## src/rtl/params_pkg.sv

```systemverilog
// Shared types and constants for the parameter-record BRAM writer.
// Readback states exist only when PARAMS_WR_READBACK_CHECK_EN is defined.
package params_pkg;

  localparam int          NUM_WORDS_DEFAULT = 7;
  localparam logic [31:0] START_CODE        = 32'd1;

  localparam logic [31:0] OFS_HEIGHT  = 32'd0;
  localparam logic [31:0] OFS_WIDTH   = 32'd4;
  localparam logic [31:0] OFS_PXL     = 32'd8;
  localparam logic [31:0] OFS_BITS    = 32'd12;
  localparam logic [31:0] OFS_SUBSETS = 32'd16;
  localparam logic [31:0] OFS_OPT     = 32'd20;
  localparam logic [31:0] OFS_CORR    = 32'd24;

  function automatic logic [2:0] word_idx(
    input logic [31:0] ofs
  );
    return ofs[4:2];
  endfunction

  localparam logic [2:0] IDX_HEIGHT  = word_idx(OFS_HEIGHT);
  localparam logic [2:0] IDX_WIDTH   = word_idx(OFS_WIDTH);
  localparam logic [2:0] IDX_PXL     = word_idx(OFS_PXL);
  localparam logic [2:0] IDX_BITS    = word_idx(OFS_BITS);
  localparam logic [2:0] IDX_SUBSETS = word_idx(OFS_SUBSETS);
  localparam logic [2:0] IDX_OPT     = word_idx(OFS_OPT);
  localparam logic [2:0] IDX_CORR    = word_idx(OFS_CORR);

  typedef enum logic [3:0] {
    IDLE,
    LATCH,
    SETUP,
    WRITE,
    DONE
`ifdef PARAMS_WR_READBACK_CHECK_EN
    ,
    RD_ADDR,
    RD_WAIT1,
    RD_WAIT2,
    RD_CMP
`endif
  } state_t;

endpackage

```

## src/rtl/params_wr_mux.sv

```systemverilog
// Combinational select of one snapshot word by record index.
// Indices follow the word offsets of the stored record.
module params_wr_mux
  import params_pkg::*;
(
  input  logic [6:0][31:0] i_snap,
  input  logic [2:0]       i_idx,
  output logic [31:0]      o_word
);

  always_comb begin
    o_word = '0;
    case (i_idx)
      IDX_HEIGHT:  o_word = i_snap[0];
      IDX_WIDTH:   o_word = i_snap[1];
      IDX_PXL:     o_word = i_snap[2];
      IDX_BITS:    o_word = i_snap[3];
      IDX_SUBSETS: o_word = i_snap[4];
      IDX_OPT:     o_word = i_snap[5];
      IDX_CORR:    o_word = i_snap[6];
      default:     o_word = '0;
    endcase
  end

endmodule

```

## src/rtl/params_wr.sv

```systemverilog
// Writes a 7-word parameter record into BRAM on a start request.
// Optional readback verify: define PARAMS_WR_READBACK_CHECK_EN.
module params_wr
  import params_pkg::*;
#(
  parameter int          NUM_WORDS = NUM_WORDS_DEFAULT,
  parameter logic [31:0] BASE_ADDR = 32'h0
) (
  input  logic        clk,
  input  logic        rst_n,
  input  logic [31:0] param_start,
  input  logic [31:0] height_,
  input  logic [31:0] width_,
  input  logic [31:0] num_of_pxl,
  input  logic [31:0] num_of_bits,
  input  logic [31:0] num_of_subsets,
  input  logic [31:0] optimization_method,
  input  logic [31:0] correlation_routine,
`ifdef PARAMS_WR_READBACK_CHECK_EN
  input  logic [31:0] data_in,
  output logic        param_err,
`endif
  output logic [31:0] addr,
  output logic [31:0] data_out,
  output logic [3:0]  we,
  output logic        ea,
  output logic        param_done
);

  localparam logic [2:0] LAST_IDX = 3'(NUM_WORDS - 1);

  state_t           r_state;
  state_t           w_nxt;
  logic [31:0]      r_addr;
  logic [2:0]       r_idx;
  logic [6:0][31:0] r_snap;
  logic [31:0]      w_word;
  logic             w_start;
  logic             w_last;

  assign w_start = (param_start == START_CODE);
  assign w_last  = (r_idx == LAST_IDX);

  params_wr_mux u_mux (
    .i_snap (r_snap),
    .i_idx  (r_idx),
    .o_word (w_word)
  );

  always_ff @(posedge clk or negedge rst_n) begin
    if (!rst_n) r_state <= IDLE;
    else        r_state <= w_nxt;
  end

  always_comb begin
    w_nxt = r_state;
    unique case (r_state)
      IDLE:  if (w_start) w_nxt = LATCH;
      LATCH: w_nxt = SETUP;
      SETUP: w_nxt = WRITE;
      WRITE: begin
        if (!w_last)
          w_nxt = SETUP;
        else
`ifdef PARAMS_WR_READBACK_CHECK_EN
          w_nxt = RD_ADDR;
`else
          w_nxt = DONE;
`endif
      end
      DONE:  if (!w_start) w_nxt = IDLE;
`ifdef PARAMS_WR_READBACK_CHECK_EN
      RD_ADDR:  w_nxt = RD_WAIT1;
      RD_WAIT1: w_nxt = RD_WAIT2;
      RD_WAIT2: w_nxt = RD_CMP;
      RD_CMP:   w_nxt = w_last ? DONE : RD_ADDR;
`endif
      default: w_nxt = IDLE;
    endcase
  end

  // Address and index walk the record twice when readback is on.
  always_ff @(posedge clk or negedge rst_n) begin
    if (!rst_n) begin
      r_addr <= BASE_ADDR;
      r_idx  <= '0;
      r_snap <= '0;
    end else begin
      unique case (r_state)
        LATCH: begin
          r_snap[0] <= height_;
          r_snap[1] <= width_;
          r_snap[2] <= num_of_pxl;
          r_snap[3] <= num_of_bits;
          r_snap[4] <= num_of_subsets;
          r_snap[5] <= optimization_method;
          r_snap[6] <= correlation_routine;
          r_addr    <= BASE_ADDR;
          r_idx     <= '0;
        end
        WRITE: begin
          if (!w_last) begin
            r_addr <= r_addr + 32'd4;
            r_idx  <= r_idx + 3'd1;
          end else begin
`ifdef PARAMS_WR_READBACK_CHECK_EN
            r_addr <= BASE_ADDR;
            r_idx  <= '0;
`endif
          end
        end
`ifdef PARAMS_WR_READBACK_CHECK_EN
        RD_CMP: begin
          if (!w_last) begin
            r_addr <= r_addr + 32'd4;
            r_idx  <= r_idx + 3'd1;
          end
        end
`endif
        DONE: if (!w_start) r_addr <= BASE_ADDR;
        default: ;
      endcase
    end
  end

`ifdef PARAMS_WR_READBACK_CHECK_EN
  logic r_err;

  always_ff @(posedge clk or negedge rst_n) begin
    if (!rst_n)
      r_err <= 1'b0;
    else if (r_state == LATCH)
      r_err <= 1'b0;
    else if (r_state == RD_CMP && data_in != w_word)
      r_err <= 1'b1;
  end

  assign param_err = r_err;
`endif

  assign addr       = r_addr;
  assign we         = (r_state == WRITE) ? 4'hF : 4'h0;
  assign data_out   = (r_state == SETUP || r_state == WRITE) ? w_word : '0;
  assign param_done = (r_state == DONE);
  assign ea         = 1'b1;

endmodule
```

## config.mk

```make
export PLATFORM = sky130hd
export DESIGN_NAME = params_wr
export DESIGN_NICKNAME = d
export VERILOG_FILES = /design/src/rtl/params_pkg.sv /design/src/rtl/params_wr_mux.sv /design/src/rtl/params_wr.sv
export SDC_FILE = /design/constraint.sdc
export NUM_CORES = 1
export LEC_CHECK = 0
export CORE_UTILIZATION = 35
export DETAILED_ROUTE_END_ITERATION = 12
export GPL_ROUTABILITY_DRIVEN = 1
export GPL_TIMING_DRIVEN = 0
export PLACE_DENSITY_LB_ADDON = 0.25
export SETUP_SLACK_MARGIN = 0.4
export SYNTH_ARGS = -nofsm -noshare
export SYNTH_HDL_FRONTEND = slang
export SYNTH_SLANG_ARGS = --single-unit
```

## constraint.sdc

```tcl
create_clock -name clk -period 6.2 [get_ports clk]
set_input_delay 1.24 -clock clk [delete_from_list [all_inputs] [get_ports clk]]
set_output_delay 1.24 -clock clk [all_outputs]
set_load 0.03 [all_outputs]
```

**Yosys cells after proc, flatten, opt, wreduce, memory -nomap -nowiden**

Cells that the tools add are included.

- $lt $le $gt $ge: 0
- Reduce and logical (&&, ||, !) cells: 8
- Bitwise operators: 0
- Shifts and indexed selects: 0
- Mux-type cells: 12
- Divide/modulo/power cells: 0
- $add $sub $neg: 2
- Multiply operators: 0
- Equality and inequality tests: 14

Operators with widths:

| cell | count |
|---|---|
| one-hot mux 32 bit (7 select lines) | 1 |
| 2-to-1 mux 32 bit | 3 |
| one-hot mux 32 bit (3 select lines) | 1 |
| adder 32 x 3 -> 32 bit, second input constant | 1 |
| == test 32 x 1 -> 1 bit, second input constant | 1 |
| one-hot mux 4 bit (5 select lines) | 1 |
| 2-to-1 mux 4 bit | 3 |
| == test 3 bit, second input constant | 3 |
| == test 4 x 2 -> 1 bit, second input constant | 2 |
| == test 3 x 2 -> 1 bit, second input constant | 2 |
| 2-to-1 mux 3 bit | 2 |
| inequality test 2 bit, second input constant | 3 |
| one-hot mux 3 bit (2 select lines) | 1 |
| == test 4 x 1 -> 1 bit, second input constant | 1 |
| == test 4 x 3 -> 1 bit, second input constant | 1 |
| zero test 4 bit | 1 |
| AND reduction 2 bit | 2 |
| adder 3 x 1 -> 3 bit, second input constant | 1 |
| == test 3 x 1 -> 1 bit, second input constant | 1 |
| zero test 3 bit | 1 |
| AND reduction 3 bit | 1 |
| nonzero test 3 bit | 1 |
| nonzero test 2 bit | 1 |
| logical OR 1 bit | 1 |

- Input bits: 258
- RAM bits: 0
- Memory bits (read-only): 0
- Word-level logic and storage cells: 46
- Flip-flop bits (word level): 263
- Memories: 0
- Output and inout bits: 70
- Latch bits: 0

**Longest topological paths before layout**

Gate-level depths: netlist of run 1.

- Word-level depth: 3
- Mapped depth: 10
- Depth with buffers taken out: 7

**Cells and area by module**

Synthesis of run 1 repeated with hierarchy kept, for this count alone.

- Cell total of the unflattened synthesis: 1482
- Area total of the unflattened synthesis: 12680.9 sq um

Modules (own cells, without submodules):

| module | sequential area each (sq um) | cells an instance | instances | area an instance (sq um) |
|---|---|---|---|---|
| params_wr | 6506.2 | 1223 | 1 | 10606.4 |
| params_wr_mux | 0.0 | 259 | 1 | 2074.5 |

**Worst setup path before layout of run 1**

No wires, ideal clock.

- Path type: flip-flop to output port
- From: reg r_idx[2]
- To: out data_out[23]
- Setup slack: 2.521 ns
- Cell stages (with the launch flop): 11
- Path buffers: 5
- Required time: 4.960 ns
- Arrival: 2.439 ns
- Cell sequence: dfrtp_1 buf_4 inv_1 buf_1 ha_1 clkbuf_1 nor4_1 or3_1 clkbuf_1 clkbuf_1 a21oi_1

- Longest elaborated chain between the ends: 3
- Elaborated cells on any way between the ends: 9
- Those cells by class: eq/ne: 6; mux: 2; reduce/logical: 1

RTL lines:

| element | RTL line | text |
|---|---|---|
| start: declaration | params_wr.sv:35 | `logic [2:0] r_idx;` |
| start signal: assignment | params_wr.sv:104 | `r_idx <= r_idx + 3'd1;` |
| == test 3 bit (tied with other cells) | params_wr_mux.sv:13 | `case (i_idx)` |
| one-hot mux 32 bit (7 select lines) * | params_wr_mux.sv:13 |  |
| 2-to-1 mux 32 bit * | params_wr.sv:143 | `assign data_out = (r_state == SETUP \|\| r_state == WRITE) ? w_word : '0;` |
| end: declaration | params_wr.sv:24 | `output logic [31:0] data_out,` |

Mark *: on every way between the ends. The rest lies on a longest branch, timed or not.

**Final worst setup path of run 1**

- From: reg r_idx[0]
- To: out data_out[10]

Same word-level chain as after synthesis.

==> flow_summary.toml, run 1 <==
[outcome]
outcome = "finished clean"

[route]
dr_total_vias = 9556
post_drt_via_cell_ratio = 5.40
postRouteAntennaNets = 0
wl_per_cell_um = 23.3
drt_wl_total_um = 41200
dr.first_iter.drc_count = 573
drc_errors = 0
first_pass_iters = 5

[grt]
grt.overflow.total = 0
track_usage_pct = 23.4
antenna_found_initial = 10
grt_pass1_wl_um = 61700
first_global_vias = 9995
grt_max_degree = 111

[power_and_ir_drop]
clkPwrFrac_pct = 28.0
seq_power_share_pct = 47.9
pwr_density_cell_mw_per_mm2 = 359
p_int_mw = 4.37
p_sw_mw = 1.66
p_sw_share_pct = 27.5
irDropWorstVdd_mv = 0.224
p_leak_nw = 7.56
comb_power_share_pct = 24.1

[floorplan]
rows = 67
die_x_um = 187
pin_count = 328
start_util_pct = 35.7
dieArea_mm2 = 0.0351
core-area_mm2 = 0.0336
dieHeight_um = 187

[yosys]
yosysTopAreaCell = "dfrtp_1"
synth_area_leaders = "dfrtp_1, mux2_2, a222oi_1"
syn_inst = 937
netlist.area_leader.share_pct = 54.1
synth_area_mm2 = 0.0120
ys_ff_latch = 260
seq_area_frac_synth_pct = 54.1
synthArstFlopShare_pct = 100
synth_cell_type_count = 51
synth_edf_count = 0
yosys_warnings = 0
ys.flop_type = "dfrtp_1"
synth.avg_cell_area_um2 = 12.8

[finish]
fin_cells = 1768
post-route-util_pct = 50.1
layout.nets = 1560
fillers = 3026
multi_input_area_mm2 = 0.00510
regArea_mm2 = 0.00651
drive_gt1_share_pct = 27.0
area_growth_pct = 40.1

[clock_network]
cts_tree = "yes"
clock-sinks = 260
ctsHtreeMaxLevel = 1
clock_latency_ns = 0.55
root_buffer = "clkbuf_16"
path_clk_slew_ns = 0.06
clock_path_buffers = 3
numCtsBuffers = 30
holdBufCountCts = 0

[timing]
relSlewSlack_pct = 29.3
fmax_ghz = 0.181
fin_ws_ns = 0.663
setup_viol = 0
totalNegativeSetupSlack_ns = 0
post-route-period-util_pct = 89.3
period_needed_ns = 5.54
holdWs_ns = 0.500
tightestPinTransition_ns = 1.06
rsz0062_at_grt = "false"
slew_violations = 0
skew_ns = 0.0132
hold_viol = 0

[setup_path]
startpoint_type = "flop"
max_stage_delay_ns = 0.72
r2r_end = "addr[23]"
critPathMaxFanout = 10
critPathTopFamily = "buffers and inverters"
crit_chain = "inv_1 -> ha_1 -> clkbuf_1 -> buf_1 -> clkbuf_1 -> a21oi_1 -> a21oi_1 -> clkdlybuf4s50_1"
endpoint_kind = "primary output"
required_ns = 4.96
path_class = "reg -> out"
rr_startpoint = "r_idx[0]"
cp_slowest_cell = "clkdlybuf4s50_1"
path_buf_inv = 5
cp.arrival_ns = 4.30
r2r_slack_ns = 3.82
r2r_cells = 9

[place]
placed_cells = 1712
dp_slack_ns = 0.961
numPortBuffers = 324
globalplace.congestion = 0.829
dp.final_hpwl_um = 29100

[min_path]
hp-class = "reg -> reg"
min_to = "r_snap[159]"
whs_path_depth = 1
worstHoldStart = "r_snap[159]"

[flow_run]
max_cap_violations = 0
## placed cells by master (no fill, tap or decap), types with 27 or more instances in the layout
cell type,n
a21oi_1,47
a222oi_1,35
buf_2,30
clkbuf_1,30
clkbuf_16,31
clkdlybuf4s50_1,323
dfrtp_1,260
mux2_2,254
nand2_1,27
nor2_1,39
## final cells by class
class | count | area share [%]
Timing Repair Buffer | 326 | 19.6
Sequential cell | 260 | 38.7
Multi-Input combinational cell | 593 | 30.3
Antenna cell | 5 | 0.0743
Clock buffer | 39 | 5.03
Tap cell | 448 | 3.33
Clock inverter | 12 | 0.520
Buffer | 77 | 2.30
Inverter | 8 | 0.178
## registers in the layout, indices dropped and copies added (netlist names)
| register | flops |
|---|---|
| r_snap | 224 |
| addr | 30 |
| r_idx | 3 |
| r_state | 3 |
## Yosys cell counts, types with 4 or more instances
library cell / n
a22oi_1: 25
a221oi_1: 10
buf_4: 8
nor2_1: 39
a211o_1: 4
nand3_1: 15
buf_1: 9
a21oi_1: 47
nor4_1: 13
a221o_1: 5
nor2b_1: 4
o311a_1: 4
dfrtp_1: 260
buf_2: 29
nor3_1: 13
ha_1: 6
mux2i_1: 10
mux2_2: 254
buf_6: 4
a222oi_1: 35
clkbuf_1: 26
o211ai_1: 4
inv_1: 8
nand2_1: 27
a31oi_1: 20
nand4_1: 7
and4_1: 7
o21ai_0: 10
## kinds of logic after synthesis
kind of cell | share of synthesized area (%)
simple gates | 6.30
buf+inv | 3.47
fa+ha+maj | 0.625
other cells | 0.0625
compound gates | 10.8
flops | 54.1
mux | 24.6
## power by group through the flow
| stage | Clock, mW | Combinational, mW | Sequential [mW] |
|---|---|---|---|
| after detailed placement | 0 | 1.46 | 2.91 |
| final | 1.69 | 1.45 | 2.89 |
| after global placement | 0 | 1.41 | 2.89 |
| after CTS | 1.73 | 1.47 | 2.88 |
| after floorplan | 0 | 0.952 | 2.85 |
| after global routing | 1.80 | 1.58 | 2.99 |
## per-layer routing
layer  global-route usage (%)  part of all wire (%)  vias to the layer above
li1                         -                     -                     4278
met1                     30.3                    41                     4825
met2                     39.4                    49                      381
met3                     5.14                   7.8                       62
met4                     5.99                   2.1                       10
met5                        0                  0.16                        -
## worst max path at each step
stage	from	endpoint	cells after the start
3_5_place_dp	r_idx[2]	data_out[4]	11
3_3_place_gp	rst_n	r_snap[85]	1
5_1_grt	r_idx[2]	data_out[4]	11
6_report	r_idx[0]	data_out[10]	8
4_1_cts	r_idx[0]	data_out[10]	8
2_1_floorplan	r_idx[2]	data_out[23]	10
## per-stage QoR
stage	power [mW]	cell area (um^2)
final	6.04	16800
after global placement	4.30	15800
after CTS	6.08	16800
after floorplan	3.80	12000
after global routing	6.38	16800
after detailed placement	4.37	15900
## what timing repair did
item | CTS | global route
endpoints found under the setup margin | 1 | 0
buffers inserted | 0 | 0
gates resized for setup | 1 | 0
endpoints found under the hold margin | 0 | 0
Note: power is estimated with default switching activity, not from simulation.
==> run 2, diff against run 1 <==
--- a/config.mk
+++ b/config.mk
@@ -10,6 +10,7 @@
 export GPL_ROUTABILITY_DRIVEN = 1
 export GPL_TIMING_DRIVEN = 0
 export PLACE_DENSITY_LB_ADDON = 0.25
+export REMOVE_ABC_BUFFERS = 1
 export SETUP_SLACK_MARGIN = 0.4
 export SYNTH_ARGS = -nofsm -noshare
 export SYNTH_HDL_FRONTEND = slang
==> flow_summary.toml, run 2 (same netlist as run 1, synthesis figures left out) <==
[grt]
grt_pass1_wl_um = 55300
antenna_found_initial = 4
track_usage_pct = 20.1
grt_max_degree = 118
first_global_vias = 9670
grt.overflow.total = 0

[timing]
rsz0062_at_grt = "false"
relSlewSlack_pct = 20.9
tightestPinTransition_ns = 1.18
hold_viol = 0
post-route-period-util_pct = 90.6
period_needed_ns = 5.62
slew_violations = 0
setup_viol = 0
totalNegativeSetupSlack_ns = 0
skew_ns = 0.0122
fmax_ghz = 0.178

[setup_path]
cp.arrival_ns = 4.38
cp_slowest_cell = "clkdlybuf4s50_1"
endpoint_kind = "primary output"
critPathMaxFanout = 28
startpoint = "r_idx[2]"
rr_startpoint = "r_idx[0]"
max_stage_delay_ns = 0.73
r2r_cells = 7
r2r_slack_ns = 3.08
startpoint_type = "flop"
crit_chain = "clkinvlp_4 -> ha_2 -> buf_16 -> nor4_1 -> or3_2 -> buf_12 -> nor2_1 -> clkdlybuf4s50_1"
path_class = "reg -> out"
required_ns = 4.96

[power_and_ir_drop]
irDropWorstVdd_mv = 0.177
pwr_density_cell_mw_per_mm2 = 365
clkPwrFrac_pct = 30.1
p_int_mw = 4.50
comb_power_share_pct = 23.0
seq_power_share_pct = 46.8
p_sw_mw = 1.68
p_leak_nw = 7.47
p_sw_share_pct = 27.1

[clock_network]
cts_setup_buffers = 0
ctsHtreeMaxLevel = 2
clock_path_buffers = 3
path_clk_slew_ns = 0.06
clock_latency_ns = 0.50
numCtsBuffers = 34
root_buffer = "clkbuf_16"
clock-sinks = 260
cts_tree = "yes"

[route]
drc_errors = 0
drt_wl_total_um = 35200
dr.first_iter.drc_count = 589
post_drt_via_cell_ratio = 5.36
dr_total_vias = 9182
first_pass_iters = 6
wl_per_cell_um = 20.5
postRouteAntennaNets = 0

[finish]
layout_common_cells = "clkdlybuf4s50_1, dfrtp_1, mux2_2, a21oi_1, nor2_1"
final_common_cell = "clkdlybuf4s50_1"
drive_gt1_share_pct = 26.9
regMostFlops = "r_snap"
fin_cells = 1713
largest_register_ff_count = 224
layout.nets = 1503
area_growth_pct = 40.7

[min_path]
worstHoldStart = "r_snap[8]"
whs_path_depth = 1
hp-class = "reg -> reg"

[floorplan]
core-area_mm2 = 0.0336
die_x_um = 187
dieArea_mm2 = 0.0351
pin_count = 328
dieHeight_um = 187
start_util_pct = 35.7
rows = 67

[outcome]
outcome = "finished clean"

[flow_run]
max_cap_violations = 0

[place]
placed_cells = 1650
numPortBuffers = 324
globalplace.congestion = 0.781
dp.final_hpwl_um = 23000
## run 2: stage by stage
stage / utilization, % / power, mW / cell area [um^2] / hold WS [ns] / worst slack (ns)
floorplan: - / 3.77 / 11600 / 0.455 / -0.993
CTS: 50.3 / 6.24 / 16900 / 0.502 / 0.497
detailed placement: 47.1 / 4.34 / 15800 / 0.491 / 0.251
global route: 50.3 / 6.54 / 16900 / 0.511 / 0.443
global placement: 45.9 / 4.26 / 15400 / 0.477 / -7.91
finish: 50.3 / 6.17 / 16900 / 0.499 / 0.582
## run 2: critical path, delay by kind of cell (launching register included)
family,cells,cell delay [ns]
buffers and inverters,4,1.68
flip-flops,1,0.64
AND/OR/NAND/NOR,3,0.85
adder cells (fa/ha/maj),1,0.67
## run 2: per-layer routing
| metal | vias up | track usage [%] | share of wire (%) | wire length (um) |
|---|---|---|---|---|
| met5 | - | 0 | 0.048 | 17 |
| li1 | 4176 | - | - | - |
| met4 | 2 | 5.99 | 2.5 | 882 |
| met1 | 4631 | 26.4 | 44 | 15400 |
| met2 | 316 | 33.0 | 48 | 16700 |
| met3 | 57 | 4.41 | 6.1 | 2130 |
## run 2: final cells by class
class	count	area [um^2]
Clock buffer	52	1010
Inverter	8	33.8
Fill cell	2987	16700
Multi-Input combinational cell	593	5120
Antenna cell	3	7.51
Timing Repair inverter	1	5.00
Tap cell	448	561
Timing Repair Buffer	341	3610
Sequential cell	260	6510
Clock inverter	7	50.0
## run 2: timing repair
action                     CTS  global route
resized for setup            1             0
hold buffers                 0             0
setup endpoints to repair   32             0
## run 2: worst paths after layout
check	end
worst max-delay path	data_out[14]
worst min-delay path	r_snap[8]
worst max register to register	addr[28]
worst min register to register	r_snap[8]
max in group asynchronous	r_snap[112]
min in group asynchronous	addr[22]
## run 2: power groups by stage
stage | logic [mW] | registers [mW] | clock network [mW]
6_report | 1.42 | 2.89 | 1.86
4_1_cts | 1.44 | 2.89 | 1.91
3_3_place_gp | 1.37 | 2.89 | 0
2_1_floorplan | 0.923 | 2.85 | 0
3_5_place_dp | 1.43 | 2.91 | 0
5_1_grt | 1.56 | 3.00 | 1.98
